<file path="src/rtl/scan_test_ctrl_if.sv">
// Pattern-pair channel between a pattern source and the scan-test sequencer.
// The source drives stimulus/expected vectors under a valid/ready handshake.
interface scan_test_ctrl_if #(
   parameter int CHAIN_LEN = 7
);
   logic                 pat_valid;
   logic                 pat_ready;
   logic [CHAIN_LEN-1:0] pat_stim;
   logic [CHAIN_LEN-1:0] pat_exp;

   modport master (output pat_valid, output pat_stim, output pat_exp, input pat_ready);
   modport slave  (input pat_valid, input pat_stim, input pat_exp, output pat_ready);
endinterface

</file>
<file path="src/rtl/scan_test_ctrl.sv">
// Scan-test sequencer: loads stimulus, pulses capture, unloads and compares responses.
// Optional macro SCAN_FAIL_LOG_EN adds first-failure index/response capture outputs.
module scan_test_ctrl #(
   parameter int CHAIN_LEN = 7,
   parameter int CNT_W     = 8
) (
   input  logic                 clk,
   input  logic                 clr,
   input  logic                 start,
   input  logic [CNT_W-1:0]     num_pat,
   scan_test_ctrl_if.slave      pat,
   output logic                 scan_mode,
   output logic                 scan_in,
   input  logic                 scan_out,
   output logic                 busy,
   output logic                 done,
   output logic [CNT_W-1:0]     fail_cnt,
   output logic                 pass
`ifdef SCAN_FAIL_LOG_EN
   ,
   output logic [CNT_W-1:0]     first_fail_idx,
   output logic [CHAIN_LEN-1:0] first_fail_resp
`endif
);

   localparam int BIT_W = (CHAIN_LEN > 2) ? $clog2(CHAIN_LEN) : 1;

   typedef enum logic [2:0] {
      IDLE,
      LOAD,
      SHIFT,
      CAPTURE,
      UNLOAD,
      DONE
   } state_t;

   state_t               state;
   state_t               stateNext;
   logic [CHAIN_LEN-1:0] stimSr;
   logic [CHAIN_LEN-1:0] respSr;
   logic [CHAIN_LEN-1:0] expNxt;
   logic [CHAIN_LEN-1:0] expCur;
   logic [CHAIN_LEN-1:0] respNext;
   logic [BIT_W-1:0]     bitCnt;
   logic [CNT_W-1:0]     patRem;
   logic                 haveResp;
   logic                 lastBit;
   logic                 cmpEn;
   logic                 mismatch;
`ifdef SCAN_FAIL_LOG_EN
   logic [CNT_W-1:0]     cmpIdx;
`endif

   function automatic logic [CNT_W-1:0] satInc(input logic [CNT_W-1:0] v);
      return (&v) ? v : v + CNT_W'(1);
   endfunction

   // The response register sees the bit sampled on the current edge, so the
   // comparison on the last shift cycle uses the fully assembled vector.
   assign respNext = {respSr[CHAIN_LEN-2:0], scan_out};
   assign lastBit  = (bitCnt == BIT_W'(CHAIN_LEN - 1));
   assign cmpEn    = lastBit && (((state == SHIFT) && haveResp) || (state == UNLOAD));
   assign mismatch = cmpEn && (respNext != expCur);

   always_ff @(posedge clk) begin
      if (clr) state <= IDLE;
      else     state <= stateNext;
   end

   always_comb begin
      stateNext     = state;
      pat.pat_ready = 1'b0;
      scan_mode     = 1'b0;
      scan_in       = 1'b0;
      busy          = 1'b1;
      done          = 1'b0;
      case (state)
         IDLE: begin
            busy = 1'b0;
            if (start) stateNext = (num_pat == '0) ? DONE : LOAD;
         end
         LOAD: begin
            pat.pat_ready = 1'b1;
            if (pat.pat_valid) stateNext = SHIFT;
         end
         SHIFT: begin
            scan_mode = 1'b1;
            scan_in   = stimSr[CHAIN_LEN-1];
            if (lastBit) stateNext = CAPTURE;
         end
         CAPTURE: stateNext = (patRem != '0) ? LOAD : UNLOAD;
         UNLOAD: begin
            scan_mode = 1'b1;
            if (lastBit) stateNext = DONE;
         end
         DONE: begin
            done      = 1'b1;
            stateNext = IDLE;
         end
         default: stateNext = IDLE;
      endcase
   end

   always_ff @(posedge clk) begin
      if (clr) begin
         stimSr   <= '0;
         respSr   <= '0;
         expNxt   <= '0;
         expCur   <= '0;
         bitCnt   <= '0;
         patRem   <= '0;
         haveResp <= 1'b0;
         fail_cnt <= '0;
         pass     <= 1'b0;
`ifdef SCAN_FAIL_LOG_EN
         cmpIdx          <= '0;
         first_fail_idx  <= '0;
         first_fail_resp <= '0;
`endif
      end else begin
         case (state)
            IDLE: begin
               bitCnt <= '0;
               if (start) begin
                  patRem   <= num_pat;
                  haveResp <= 1'b0;
                  fail_cnt <= '0;
                  pass     <= (num_pat == '0);
`ifdef SCAN_FAIL_LOG_EN
                  cmpIdx          <= '0;
                  first_fail_idx  <= '0;
                  first_fail_resp <= '0;
`endif
               end
            end
            LOAD: begin
               bitCnt <= '0;
               if (pat.pat_valid) begin
                  stimSr <= pat.pat_stim;
                  expNxt <= pat.pat_exp;
               end
            end
            SHIFT: begin
               stimSr <= {stimSr[CHAIN_LEN-2:0], 1'b0};
               respSr <= respNext;
               bitCnt <= bitCnt + BIT_W'(1);
               if (lastBit) begin
                  bitCnt <= '0;
                  expCur <= expNxt;
                  patRem <= patRem - CNT_W'(1);
               end
            end
            CAPTURE: begin
               haveResp <= 1'b1;
               bitCnt   <= '0;
            end
            UNLOAD: begin
               respSr <= respNext;
               bitCnt <= bitCnt + BIT_W'(1);
               if (lastBit) begin
                  bitCnt <= '0;
                  pass   <= (fail_cnt == '0) && !mismatch;
               end
            end
            default: bitCnt <= '0;
         endcase

         if (mismatch) fail_cnt <= satInc(fail_cnt);
`ifdef SCAN_FAIL_LOG_EN
         if (cmpEn) cmpIdx <= cmpIdx + CNT_W'(1);
         // A zero fail count at a mismatch marks the first failure of the run.
         if (mismatch && (fail_cnt == '0)) begin
            first_fail_idx  <= cmpIdx;
            first_fail_resp <= respNext;
         end
`endif
      end
   end

endmodule

</file>
<file path="src/flat_wrapper.sv">
// flat-port wrapper written by rule: the top's interface ports become plain ports
module scan_test_ctrl_flat 
#(
   parameter int CHAIN_LEN = 7,
   parameter int CNT_W     = 8
)
  (clk, clr, start, num_pat, scan_mode, scan_in, scan_out, busy, done, fail_cnt, pass, pat_pat_valid, pat_pat_stim, pat_pat_exp, pat_pat_ready);
  scan_test_ctrl_if #(.CHAIN_LEN(CHAIN_LEN)) pat_i ();
  input  logic clk;
  input  logic clr;
  input  logic start;
  input  logic [CNT_W-1:0] num_pat;
  output logic scan_mode;
  output logic scan_in;
  input  logic scan_out;
  output logic busy;
  output logic done;
  output logic [CNT_W-1:0] fail_cnt;
  output logic pass;
  input wire logic [$bits(pat_i.pat_valid)-1:0] pat_pat_valid;
  input wire logic [$bits(pat_i.pat_stim)-1:0] pat_pat_stim;
  input wire logic [$bits(pat_i.pat_exp)-1:0] pat_pat_exp;
  output wire logic [$bits(pat_i.pat_ready)-1:0] pat_pat_ready;
  assign pat_i.pat_valid = pat_pat_valid;
  assign pat_i.pat_stim = pat_pat_stim;
  assign pat_i.pat_exp = pat_pat_exp;
  assign pat_pat_ready = pat_i.pat_ready;
  scan_test_ctrl #(.CHAIN_LEN(CHAIN_LEN), .CNT_W(CNT_W)) u_core (.clk(clk), .clr(clr), .start(start), .num_pat(num_pat), .pat(pat_i), .scan_mode(scan_mode), .scan_in(scan_in), .scan_out(scan_out), .busy(busy), .done(done), .fail_cnt(fail_cnt), .pass(pass));
endmodule
</file>
<file path="config.mk">
export PLATFORM = sky130hd
export DESIGN_NAME = scan_test_ctrl_flat
export DESIGN_NICKNAME = d
export VERILOG_FILES = /design/src/rtl/scan_test_ctrl_if.sv /design/src/rtl/scan_test_ctrl.sv /design/src/flat_wrapper.sv
export SDC_FILE = /design/constraint.sdc
export NUM_CORES = 1
export LEC_CHECK = 0
export ABC_CLOCK_PERIOD_IN_PS = 1600
export BUFFER_PORTS_ARGS = -buffer_cell sky130_fd_sc_hd__buf_2
export CORE_UTILIZATION = 30
export CTS_BUF_LIST = sky130_fd_sc_hd__clkbuf_4 sky130_fd_sc_hd__clkbuf_8
export DETAILED_ROUTE_END_ITERATION = 6
export PLACE_DENSITY_LB_ADDON = 0.08
export SLEW_MARGIN = 25
export SYNTH_ARGS = -nofsm -noshare
export SYNTH_HDL_FRONTEND = slang
export SYNTH_SLANG_ARGS = --single-unit
</file>
<file path="constraint.sdc">
create_clock -name clk -period 1.6 [get_ports clk]
set_clock_uncertainty 0.2 [all_clocks]
set_input_delay 0.24 -clock clk [delete_from_list [all_inputs] [get_ports clk]]
set_output_delay 0.24 -clock clk [all_outputs]
set_load 0.01 [all_outputs]
</file>
# Yosys cells after proc, flatten, opt, wreduce, memory -nomap -nowiden
# Cells that the tools add are included.
[word_totals]
reg_bits = 51
input_bits = 27
out_inout_bits = 14
word_cells = 79
[classes]
add_sub_neg = 3
eq_ne = 12
mux = 26
n_bitwise = 1
reduce_logical = 27
[ops]
columns = ["op", "count"]
rows = [
  ["two-way mux 8 bit", 6],
  ["two-way mux 3 bit", 6],
  ["zero test 8 bit", 2],
  ["case mux 8 bit (2 select lines)", 1],
  ["case mux 3 bit (5 select lines)", 1],
  ["case mux 7 bit (2 select lines)", 1],
  ["nonzero test 2 bit", 6],
  ["== test 3 bit (second input constant)", 3],
  ["AND reduction 3 bit", 3],
  ["adder 8 x 1 -> 8 bit (second input constant)", 1],
  ["two-way mux 1 bit", 8],
  ["AND reduction 2 bit", 4],
  ["AND reduction 8 bit", 1],
  ["nonzero test 8 bit", 1],
  ["subtractor 8 x 1 -> 8 bit (second input constant)", 1],
  ["two-way mux 7 bit", 1],
  ["!= test 7 bit", 1],
  ["== test 3 x 2 -> 1 bit (second input constant)", 2],
  ["!= test 2 bit (second input constant)", 3],
  ["logical AND 1 bit", 4],
  ["!= test 2 x 1 -> 1 bit (second input constant)", 2],
  ["case mux 1 bit (2 select lines)", 2],
  ["AND reduction 4 bit", 1],
  ["adder 3 x 1 -> 3 bit (second input constant)", 1],
  ["other kinds (7)", 7],
]

# Depth between registers and ports, before layout
[logic_depth]
word_depth = 9
depth_mapped = 8

# Worst setup path before layout
# No wires, ideal clock.
[synth_path]
path_kind = "register to register"
startpoint = "register u_core.fail_cnt[0]"
endpoint = "register u_core.fail_cnt[3]"
setup_time_ns = 0.070
arrival_ns = 1.534
required_ns = 1.330
path_slack_ns = -0.204
stages_incl_launch_ff = 6
n_path_buf = 1
period_less_slack_ns = 1.804
path_cell_list = "dfxtp_1 > ha_1 > and4_4 > buf_6 > or4_1 > a21oi_1"
[synth_via]
elab_chain_len = 3
word_cells_on_any_way = 6
classes_between = "add/sub: 1; eq/ne: 1; mux: 2; reduce/logical: 2"
[synth_rtl]
columns = ["item", "line", "rtl"]
rows = [
  ["from (decl)", "scan_test_ctrl.sv:17", "output logic [CNT_W-1:0] fail_cnt,"],
  ["from (signal assigned)", "scan_test_ctrl.sv:168", "if (mismatch) fail_cnt <= satInc(fail_cnt);"],
  ["adder 8 x 1 -> 8 bit / AND reduction 8 bit (equally long branches)", "scan_test_ctrl.sv:55", "return (&v) ? v : v + CNT_W'(1);"],
  ["two-way mux 8 bit / != test 2 bit (equally long branches)", "-", ""],
  ["two-way mux 8 bit / AND reduction 3 bit (equally long branches)", "-", ""],
]
# Parallel ways exist; a longest one is shown, timed or not. The select of a mux whose other input is x is not followed.
# A chain may end at the register's enable or synchronous reset.

# Worst setup path in the final report
[layout_path]
startpoint = "register u_core.bitCnt[0]"
endpoint = "register u_core.fail_cnt[4]"
[layout_via]
elab_chain_len = 5
word_cells_on_any_way = 8
classes_between = "eq/ne: 2; mux: 1; reduce/logical: 5"
[layout_rtl]
columns = ["item", "line", "rtl"]
rows = [
  ["from (decl)", "scan_test_ctrl.sv:44", "logic [BIT_W-1:0] bitCnt;"],
  ["from (signal assigned)", "scan_test_ctrl.sv:146", "bitCnt <= bitCnt + BIT_W'(1);"],
  ["from (signal assigned)", "scan_test_ctrl.sv:159", "bitCnt <= bitCnt + BIT_W'(1);"],
  ["== test 3 bit (*)", "scan_test_ctrl.sv:61", "assign lastBit = (bitCnt == BIT_W'(CHAIN_LEN - 1));"],
  ["logical AND 1 bit (*)", "scan_test_ctrl.sv:62", "assign cmpEn = lastBit && (((state == SHIFT) && haveResp) || (state == UNLOAD));"],
  ["logical AND 1 bit (*)", "scan_test_ctrl.sv:63", "assign mismatch = cmpEn && (respNext != expCur);"],
  ["!= test 2 bit (no source line) / nonzero test 2 bit (equally long branches)", "-", ""],
  ["AND reduction 3 bit (no source line)", "-", ""],
]
# Every way passes the cells marked *; elsewhere a longest branch is shown, timed or not.

==> flow_summary_export.csv <==
group,metric,value,unit
status,status,"finished with violations",
status,violations,"negative setup slack",
synthesis,mappedNetlistNets,356,
sta,rsz0062_at_grt,"yes",
global_routing,grt_pass1_vias,2629,
worst_hold_path,min_path_type,"in2reg",
synthesis,synth_edf_count,0,
sta,final.period_utilization,115.2,%
global_routing,antenna_found_initial,0,
worst_setup_path,critPathKind,"reg2reg",
final_layout,layout_common_cells,"buf_4 (56), nand2_1 (42), buf_2 (37), dfxtp_1 (34), buf_6 (31)",
drt,route.detailed.drc,0,
synthesis,yosysUniqueCellTypes,50,
pwr,cellLeakagePower,1.743,nW
synthesis,syn-cell-area,2579,um^2
worst_setup_path,ff2ff_setup_slack,-240,ps
synthesis,postSynthAreaPerCell,7.959,um^2
sta,setup_viol,52,
floorplanning,core-area,8258,um^2
sta,slew_headroom,69.77,%
synthesis,yosysTopAreaCellShare,39.59,%
clock_network,cts_tree,"built",
final_layout,mostFrequentLayoutCell,"buf_4",
clock_network,cts_buffers,5,
pwr,power_frac_seq,43.7,%
final_layout,final_layout_size_suffix_gt1_share,53.98,%
final_layout,synthToLayoutAreaGrowth,70.21,%
floorplanning,top_level_ports,41,
drt,drt-total-wl,7687,um
clock_network,cts.clk_slew.worst_paths,110,ps
worst_setup_path,critical-path-max-stage-delay,500,ps
worst_setup_path,path_common_cell,"a21oi_2",
synthesis,async_reset_ff_share,0,%
synthesis,seq_area_frac_synth,39.59,%
drt,dr.pass1.iters,4,
worst_setup_path,crit_family,"simple AND/OR/NAND/NOR gates",
sta,period_needed,1843,ps
final_layout,num_antenna_cells,0,
clock_network,cts_sinks,51,
floorplanning,die_h,94.72,um
sta,drv_slew,0,
clock_network,cts_root_buf,"clkbuf_8",
job,max-cap-violations,0,
place,port-buffer-count,40,
sta,max_freq,542.5,MHz
worst_setup_path,crit_buf_inv,1,
pwr,finalPower,0.003138,W
final_layout,fill_cells,797,
global_routing,grt-busiest-layer,"met2",
global_routing,gr-total-overflow,0,
pwr,switching_power,0.0009190,W
synthesis,yosys_warnings,0,
pwr,p_int,0.002219,W
synthesis,synth-seq-cells,51,
pwr,peakVddDrop,0.3467,mV
sta,finalHoldViolations,0,
sta,fin_ws,-243.2,ps
place,hpwl,4998,um
pwr,switching_share,29.28,%
global_routing,grt_max_degree,23,
pwr,power_density,715.0,nW/um^2
global_routing,grt_util_met2,30.16,%
place,gp_congestion,0.7655,
global_routing,grt_util_all_layers,17.55,%
clock_network,clock_path_buffers,2,
floorplanning,fp-row-count,33,
worst_setup_path,path_max_fanout,7,
place,dp_slack,-240.7,ps
worst_setup_path,startpoint_type,"flop",
worst_setup_path,crit_slowest_cell,"or4_4",
drt,wl_per_cell,13.80,um
floorplanning,start_util,31.23,%
worst_setup_path,critPathArrivalTime,1890,ps
floorplanning,die_w,94.72,um
pwr,power.share.clock,30.6,%
global_routing,grt_pass1_wl,12420,um
pwr,combPwrFrac,25.7,%
global_routing,use_met1,23.10,%
drt,drt_iter0_drc,63,
synthesis,yosys-top-cells-area,"dfxtp_1 (40%), nand2_1 (7.6%), a21oi_1 (6.2%)",
clock_network,htree_levels,2,
worst_setup_path,crit_chain,"inv_2 -> ha_4 -> nand3b_1 -> a21oi_2 -> o41ai_4 -> or4_4 -> a21oi_2",
sta,worst_pin_slew,451.9,ps
global_routing,grtUsageMet3,2.415,%
sta,fin_setup_tns,-6126,ps
floorplanning,die_area,8971,um^2
clock_network,clock_latency,320,ps
synthesis,synth_largest_area_cell,"dfxtp_1",
drt,detail-route-antenna-nets,0,
worst_setup_path,required,1650,ps
synthesis,ys.flop_type,"dfxtp_1",
drt,viasPerCell,4.971,
drt,vias,2769,
worst_setup_path,crit_path_end_kind,"flop",
final_layout,fin_nets,483,
synthesis,synth_cells,324,
[per-stage QoR]
stage | utilization, % | hold WS (ps) | area [um^2] | cells
after floorplan | - | 176.0 | 2675 | 324
after global placement | 40.58 | 247.6 | 3351 | 512
after detailed placement | 40.58 | 252.5 | 3351 | 512
after CTS | 48.67 | 8.728 | 4019 | 552
after global routing | 53.15 | 32.04 | 4389 | 557
final | 53.15 | 9.449 | 4389 | 557
[cell type report]
cell class                      count  area [um^2]  area share, %
Sequential cell                    51         1050          23.92
Inverter                           12        47.55          1.083
Clock buffer                        5        68.82          1.568
Timing Repair Buffer              140         1140          25.97
Tap cell                          105        131.4          2.993
Clock inverter                      3        46.29          1.055
Multi-Input combinational cell    241         1906          43.42
[power groups by stage]
stage	Clock, W	Combinational (W)	Sequential, W
2_1_floorplan	0	0.000313	0.00138
3_3_place_gp	0	0.000532	0.00139
3_5_place_dp	0	0.000530	0.00139
4_1_cts	0.000983	0.000689	0.00137
5_1_grt	0.00103	0.000869	0.00138
6_report	0.000961	0.000807	0.00137
[synthesized netlist by cell type (3+ instances only)]
cell,n
a21oi_1,32
o31ai_1,4
xor2_1,4
nor4b_1,4
dfxtp_1,51
nand3_1,5
or4_1,3
nor2_1,30
mux2i_1,8
nand2_1,52
nor4_1,3
ha_1,5
nor3_1,12
o21ai_0,16
xnor2_1,4
clkbuf_1,9
nand2b_1,5
buf_2,8
nand3b_1,3
a211oi_1,5
nand4_1,3
a311oi_1,6
or3_1,3
inv_1,12
[state kept, by name (all words and copies together), names as in the netlist]
name             count
u_core.bitCnt        3
u_core.expCur        7
u_core.expNxt        7
u_core.fail_cnt      8
u_core.haveResp      1
u_core.pass          1
u_core.patRem        8
u_core.respSr        6
u_core.state         3
u_core.stimSr        7
[logic make-up after synthesis]
family	after synthesis	synth area share [%]
muxes	8	3.105
buffers and inverters	32	5.628
adders and majority gates	5	2.426
and+or+nand+nor	135	25.47
DFF	51	39.59
xor gates and xnor gates	8	2.717
AOI/OAI and AO/OA	85	21.06
[layer usage]
| metal | wire [um] | vias to the layer above |
|---|---|---|
| li1 | - | 1411 |
| met1 | 3767 | 1316 |
| met2 | 3698 | 34 |
| met3 | 146 | 8 |
| met4 | 74 | 0 |
| met5 | 0 | - |
[tightest hold or removal path, cell delays in order]
cell and delay [ps]:
buf_2 100, nand2_1 60, a311oi_2 90
[repair_timing]
item,4_1_cts,5_1_grt
setup buffers,19,6
endpoints found under the setup margin,51,54
cloned,1,1
hold buffers,13,0
endpoints found under the hold margin,13,0
resized for setup,71,82
pin swaps,39,44
[final timing paths]
check             depth (start not counted)             start                  to
hold / removal                            3   pat_pat_stim[4]    u_core.stimSr[4]
hold reg to reg                           2  u_core.expNxt[0]    u_core.expCur[0]
setup / recovery                          7  u_core.bitCnt[0]  u_core.fail_cnt[4]
setup reg to reg                          7  u_core.bitCnt[0]  u_core.fail_cnt[4]
No activity file was read; power rests on OpenSTA's default activity.
